<file path="src/rtl/lif_neuron_multi_if.sv">
// Bus bundle for lif_neuron_multi.
// master: drives step enable, spikes and weight writes; samples neuron outputs.
// slave : the neuron itself.
//   en      step enable
//   spk_in  one spike bit per synapse
//   w_wr    weight write strobe; w_addr / w_data select index and signed value
//   spike   one-cycle fire pulse
//   v_mem   membrane potential
//   refr    refractory indicator
//   led0    stretched spike indicator
interface lif_neuron_multi_if #(
  parameter int unsigned N_IN = 4,
  parameter int unsigned V_W  = 32,
  parameter int unsigned W_W  = 8
);
  localparam int unsigned AW = (N_IN > 1) ? $clog2(N_IN) : 1;

  logic                  en;
  logic [N_IN-1:0]       spk_in;
  logic                  w_wr;
  logic [AW-1:0]         w_addr;
  logic signed [W_W-1:0] w_data;
  logic                  spike;
  logic [V_W-1:0]        v_mem;
  logic                  refr;
  logic                  led0;

  modport master (
    output en, spk_in, w_wr, w_addr, w_data,
    input  spike, v_mem, refr, led0
  );

  modport slave (
    input  en, spk_in, w_wr, w_addr, w_data,
    output spike, v_mem, refr, led0
  );
endinterface

</file>
<file path="src/rtl/lif_neuron_multi.sv">
// Leaky integrate-and-fire neuron with N_IN weighted spike inputs.
// Leak is v >> LEAK_SHIFT per enabled step; membrane saturates to
// [0, 2^(V_W-1)-1]; crossing V_TH emits a one-cycle spike, resets the
// membrane to V_RST and holds it there for T_REF enabled steps.
// led0 stretches each spike over LED_HOLD free-running cycles.
// Ports: clk, rst (sync, active-high), bus (lif_neuron_multi_if.slave).
// All outputs come straight from flops.
module lif_neuron_multi #(
  parameter int unsigned N_IN       = 4,
  parameter int unsigned V_W        = 32,
  parameter int unsigned W_W        = 8,
  parameter int unsigned LEAK_SHIFT = 4,
  parameter int unsigned V_TH       = 1000,
  parameter int unsigned V_RST      = 0,
  parameter int unsigned T_REF      = 5,
  parameter int unsigned LED_HOLD   = 4
) (
  input  logic               clk,
  input  logic               rst,
  lif_neuron_multi_if.slave  bus
);

  localparam int unsigned AW = (N_IN > 1) ? $clog2(N_IN) : 1;
  // Wide enough that v + sum of N_IN weights never wraps before clamping.
  localparam int unsigned SW = V_W + W_W + AW + 1;
  localparam int unsigned RW = (T_REF > 0) ? $clog2(T_REF + 1) : 1;
  localparam int unsigned LW = (LED_HOLD > 0) ? $clog2(LED_HOLD + 1) : 1;

  localparam logic signed [SW-1:0] V_CEIL = SW'({1'b0, {(V_W-1){1'b1}}});
  localparam logic signed [SW-1:0] V_TH_S = SW'(V_TH);

  logic [V_W-1:0]        v_q,       v_d;
  logic                  spike_q,   spike_d;
  logic                  refr_q,    refr_d;
  logic                  led0_q,    led0_d;
  logic [RW-1:0]         ref_cnt_q, ref_cnt_d;
  logic [LW-1:0]         led_cnt_q, led_cnt_d;
  logic signed [W_W-1:0] w_q [N_IN];
  logic signed [W_W-1:0] w_d [N_IN];

  logic signed [SW-1:0]  i_sum;
  logic signed [SW-1:0]  v_ext;
  logic signed [SW-1:0]  v_raw;
  logic signed [SW-1:0]  v_clamp;

  // Synaptic current, leak and saturation for the current step.
  always_comb begin
    i_sum = '0;
    for (int i = 0; i < int'(N_IN); i++) begin
      if (bus.spk_in[i]) begin
        i_sum = i_sum + SW'(w_q[i]);
      end
    end
    v_ext = SW'(v_q);
    v_raw = v_ext - (v_ext >>> LEAK_SHIFT) + i_sum;
    if (v_raw < 0) begin
      v_clamp = '0;
    end else if (v_raw > V_CEIL) begin
      v_clamp = V_CEIL;
    end else begin
      v_clamp = v_raw;
    end
  end

  // Next-state: refractory countdown, fire decision, LED stretch, weight writes.
  always_comb begin
    v_d       = v_q;
    spike_d   = 1'b0;
    ref_cnt_d = ref_cnt_q;
    led_cnt_d = (led_cnt_q != '0) ? led_cnt_q - LW'(1) : led_cnt_q;
    for (int i = 0; i < int'(N_IN); i++) begin
      w_d[i] = w_q[i];
    end

    if (bus.en) begin
      if (ref_cnt_q != '0) begin
        // Refractory step: inputs ignored, membrane pinned at rest.
        ref_cnt_d = ref_cnt_q - RW'(1);
        v_d       = V_W'(V_RST);
      end else if (v_clamp >= V_TH_S) begin
        v_d       = V_W'(V_RST);
        spike_d   = 1'b1;
        ref_cnt_d = RW'(T_REF);
        led_cnt_d = LW'(LED_HOLD);
      end else begin
        v_d = V_W'(v_clamp);
      end
    end

    // Written weight takes effect from the next step.
    if (bus.w_wr && (32'(bus.w_addr) < N_IN)) begin
      w_d[bus.w_addr] = bus.w_data;
    end

    refr_d = (ref_cnt_d != '0);
    led0_d = (led_cnt_d != '0);
  end

  // State registers; reset also restores unit weights.
  always_ff @(posedge clk) begin
    if (rst) begin
      v_q       <= '0;
      spike_q   <= 1'b0;
      refr_q    <= 1'b0;
      led0_q    <= 1'b0;
      ref_cnt_q <= '0;
      led_cnt_q <= '0;
      for (int i = 0; i < int'(N_IN); i++) begin
        w_q[i] <= W_W'(1);
      end
    end else begin
      v_q       <= v_d;
      spike_q   <= spike_d;
      refr_q    <= refr_d;
      led0_q    <= led0_d;
      ref_cnt_q <= ref_cnt_d;
      led_cnt_q <= led_cnt_d;
      for (int i = 0; i < int'(N_IN); i++) begin
        w_q[i] <= w_d[i];
      end
    end
  end

  assign bus.spike = spike_q;
  assign bus.v_mem = v_q;
  assign bus.refr  = refr_q;
  assign bus.led0  = led0_q;

endmodule

</file>
<file path="src/flat_wrapper.sv">
// flat-port wrapper written by rule: the top's interface ports become plain ports
module lif_neuron_multi_flat 
#(
  parameter int unsigned N_IN       = 4,
  parameter int unsigned V_W        = 32,
  parameter int unsigned W_W        = 8,
  parameter int unsigned LEAK_SHIFT = 4,
  parameter int unsigned V_TH       = 1000,
  parameter int unsigned V_RST      = 0,
  parameter int unsigned T_REF      = 5,
  parameter int unsigned LED_HOLD   = 4
)
  (clk, rst, bus_en, bus_spk_in, bus_w_wr, bus_w_addr, bus_w_data, bus_spike, bus_v_mem, bus_refr, bus_led0);
  lif_neuron_multi_if #(.N_IN(N_IN), .V_W(V_W), .W_W(W_W)) bus_i ();
  input  logic clk;
  input  logic rst;
  input wire logic [$bits(bus_i.en)-1:0] bus_en;
  input wire logic [$bits(bus_i.spk_in)-1:0] bus_spk_in;
  input wire logic [$bits(bus_i.w_wr)-1:0] bus_w_wr;
  input wire logic [$bits(bus_i.w_addr)-1:0] bus_w_addr;
  input wire logic [$bits(bus_i.w_data)-1:0] bus_w_data;
  output wire logic [$bits(bus_i.spike)-1:0] bus_spike;
  output wire logic [$bits(bus_i.v_mem)-1:0] bus_v_mem;
  output wire logic [$bits(bus_i.refr)-1:0] bus_refr;
  output wire logic [$bits(bus_i.led0)-1:0] bus_led0;
  assign bus_i.en = bus_en;
  assign bus_i.spk_in = bus_spk_in;
  assign bus_i.w_wr = bus_w_wr;
  assign bus_i.w_addr = bus_w_addr;
  assign bus_i.w_data = bus_w_data;
  assign bus_spike = bus_i.spike;
  assign bus_v_mem = bus_i.v_mem;
  assign bus_refr = bus_i.refr;
  assign bus_led0 = bus_i.led0;
  lif_neuron_multi #(.N_IN(N_IN), .V_W(V_W), .W_W(W_W), .LEAK_SHIFT(LEAK_SHIFT), .V_TH(V_TH), .V_RST(V_RST), .T_REF(T_REF), .LED_HOLD(LED_HOLD)) u_core (.clk(clk), .rst(rst), .bus(bus_i));
endmodule
</file>
<file path="config.mk">
export PLATFORM = sky130hd
export DESIGN_NAME = lif_neuron_multi_flat
export DESIGN_NICKNAME = d
export VERILOG_FILES = /design/src/rtl/lif_neuron_multi_if.sv /design/src/rtl/lif_neuron_multi.sv /design/src/flat_wrapper.sv
export SDC_FILE = /design/constraint.sdc
export NUM_CORES = 1
export LEC_CHECK = 0
export ABC_AREA = 1
export BUFFER_PORTS_ARGS = -buffer_cell sky130_fd_sc_hd__buf_2
export CORE_ASPECT_RATIO = 0.9
export CORE_UTILIZATION = 46
export DETAILED_ROUTE_END_ITERATION = 10
export GPL_TIMING_DRIVEN = 1
export PLACE_DENSITY = 0.67
export SKIP_CTS_REPAIR_TIMING = 1
export SLEW_MARGIN = 5
export SYNTH_ARGS = -nofsm -noshare
export SYNTH_HDL_FRONTEND = slang
export SYNTH_SLANG_ARGS = --single-unit
</file>
<file path="constraint.sdc">
create_clock -name clk -period 12.5 [get_ports clk]
set_clock_uncertainty 0.2 [all_clocks]
set_input_delay 1.875 -clock clk [delete_from_list [all_inputs] [get_ports clk]]
set_output_delay 1.875 -clock clk [all_outputs]
set_load 0.1 [all_outputs]
</file>
==> metrics.txt <==
status finished clean; RSZ-0062 raised after global routing no; CTS H-tree lvls 3; CTS Root Cell clkbuf_16; CP Launch Type input pin; pre-CTS setup slack 0.0898 ns; Reg clk slew, reported paths 0.06 ns; Yosys top cell area share 18.5%; GP Congestion 1.05; DR pass1 iterations 5; Cells after Synth 2443; total power 1.12 mW; Pleak 8.12 nW; Rel. slew slack 24.9%; DP Area 14800 sq um; largest net degree at the start of global routing 48; number of global-route vias before repair 14400; Most Frequent Cell on Critical Path nand2_1; worst skew pair latency 0.34 ns; Placed Cells 2867; Max Cap Violations 0; fin crit period 11.54 ns; vias per cell 5.35; DRT antenna net count 0; # diodes 0; M1 WL 20.6 mm; Crit-path slowest cell fa_1; final setup vio count 0; Yosys top cell by area nand2_1; Setup TNS Final 0 ns; Synthesized Nets 2648; top cells by area, synth nand2_1 (18%), ha_1 (15%), dfxtp_1 (10%); FP Rows 60; antenna violations before repair 0; Non-Filler Instances 2886; design area 15200 sq um; total CTS buffers 9; share of cells above drive strength 1 7.05%; CP Max Fanout 13; FFs w/ async S/R, synth 0%; synthesized area 14200 sq um; GRT Util Overall 28.0%; fin nets 2683; DRC violations left 0; clock buffer depth 2; Synth Area in XOR/XNOR 7.46%; port buffer count 52; Worst setup EP type flip-flop; PnR worst setup slack 0.956 ns; final hold vios 0; remaining global-route overflow 0; fin crit share 92.4%; count of cell types in the netlist 55; largest family of logic cells by synthesized area simple AND/OR/NAND/NOR gates; mux share of post-synthesis cell area 0%; Worst-Margin Slew 1.13 ns; Final HPWL DP 38.0 mm; die width 187 um; CTS tree built; Area growth syn-to-layout 7.53%; # IOs 53; Adder-Cell Fraction of Synth Area 17.4%; initial DRC count 1164; WP data arrival 11.57 ns; CP peak stage delay 0.42 ns; Seq/Total Area, Yosys 10.3%; Max VDD drop 99.7 uV; worst path required time 12.53 ns; final core occ 50.7%; hold crit path type flip-flop to flip-flop; Yosys reg bits 73; Starting Density 47.1%; EDFF count, synth 0; DR top layer met4; Peak Freq 86.6 MHz; worst hold slack 0.282 ns; area of the die 31500 sq um; via count 15400; final WL 44.7 mm; die height 169 um; Synth Area in Compound Gates 20.0%; drt wl/cell 15.5 um; Final Max Slew Viols 0; Synth Warn # 0; worst setup path class input pin to flip-flop; PwrDens 73.4 nW/um^2; prevailing post-synth register cell dfxtp_1; clk sinks 73; Syn Area/Cell 5.80 sq um; metal3 WL 2.34 mm; DR WL met2 20.4 mm; core area 30100 sq um; Synth Area in Simple Gates 34.4%; first-pass GRT wire length 71.7 mm
==> per-layer routing <==
layer	up-vias	GRT usage [%]
li1	8012	-
met1	6928	37.2
met2	428	47.8
met3	81	2.45
met4	0	9.23
met5	-	0
==> final timing paths <==
check	start	to	slack [ns]	cells past startpoint
worst max-delay path	bus_spk_in[0]	u_core.bus.refr	0.96	68
worst min-delay path	u_core.w_q[1][5]	u_core.w_q[1][5]	0.28	2
worst max register to register	u_core.w_q[0][0]	u_core.bus.refr	2.33	67
worst min register to register	u_core.w_q[1][5]	u_core.w_q[1][5]	0.28	2
==> state kept, by name, summed over array words and instances (netlist names) <==
register and cells:
u_core.w_q 32, u_core.bus.led0 1, u_core.bus.v_mem 32, u_core.ref_cnt_q 3, u_core.bus.spike 1, u_core.bus.refr 1, u_core.led_cnt_q 3
==> cell usage after synthesis (13+ instances only) <==
master / instances
o21bai_1: 16
o31ai_1: 14
or2_2: 14
a21o_1: 13
a31oi_1: 14
clkbuf_1: 29
xnor2_1: 50
o21ai_0: 181
nand4_1: 22
nand2_2: 19
nor2_2: 14
inv_1: 326
fa_1: 17
ha_1: 170
a21oi_1: 222
dfxtp_1: 73
xor2_1: 69
nand3_1: 96
nor2_1: 260
nand2_1: 698
==> critical path: cells and delay by family <==
family / cells / cell delay, ns
simple gates: 40 / 4.34
buf+inv: 8 / 0.69
fa+ha+maj: 7 / 2.47
xor+xnor: 1 / 0.08
compound gates: 12 / 2.11
==> cell families (layout without fill, tap and decap cells) <==
| family | after synthesis | count (layout) |
|---|---|---|
| and+or+nand+nor | 1165 | 1166 |
| buffers and inverters | 386 | 425 |
| xor gates and xnor gates | 120 | 120 |
| AOI/OAI and AO/OA | 512 | 512 |
| DFF | 73 | 73 |
| adders and majority gates | 187 | 187 |
==> cell usage in the layout (no fill, tap or decap), types with 9 or more instances in the layout <==
cell,n
a31oi_1,14
clkinv_1,9
nor2_1,259
nand4_1,22
o21ai_0,179
nor3_1,12
buf_2,52
o21bai_1,16
o31ai_1,14
buf_4,9
a21oi_1,221
a21o_1,13
xnor2_1,50
xor2_1,69
nand3_1,96
fa_1,17
inv_2,12
dfxtp_1,73
inv_1,326
ha_1,170
clkbuf_16,9
nor2_2,15
nand2_2,19
nor2_4,9
or2_2,14
nand2_1,697
==> report_power, final <==
group | internal, mW | switching (mW) | total, mW | leakage (nW)
clock | 0.206 | 0.102 | 0.309 | 0.173
sequential | 0.248 | 0.00908 | 0.257 | 0.594
combinational | 0.176 | 0.378 | 0.553 | 7.36
==> layout make-up <==
type | instances | area (sq um)
Sequential cell | 73 | 1460
Timing Repair Buffer | 62 | 348
Inverter | 347 | 1300
Multi-Input combinational cell | 1985 | 11300
Fill cell | 3205 | 14900
Clock inverter | 4 | 98.8
Tap cell | 403 | 504
Clock buffer | 12 | 256
Power figures use the tool's default switching activity.
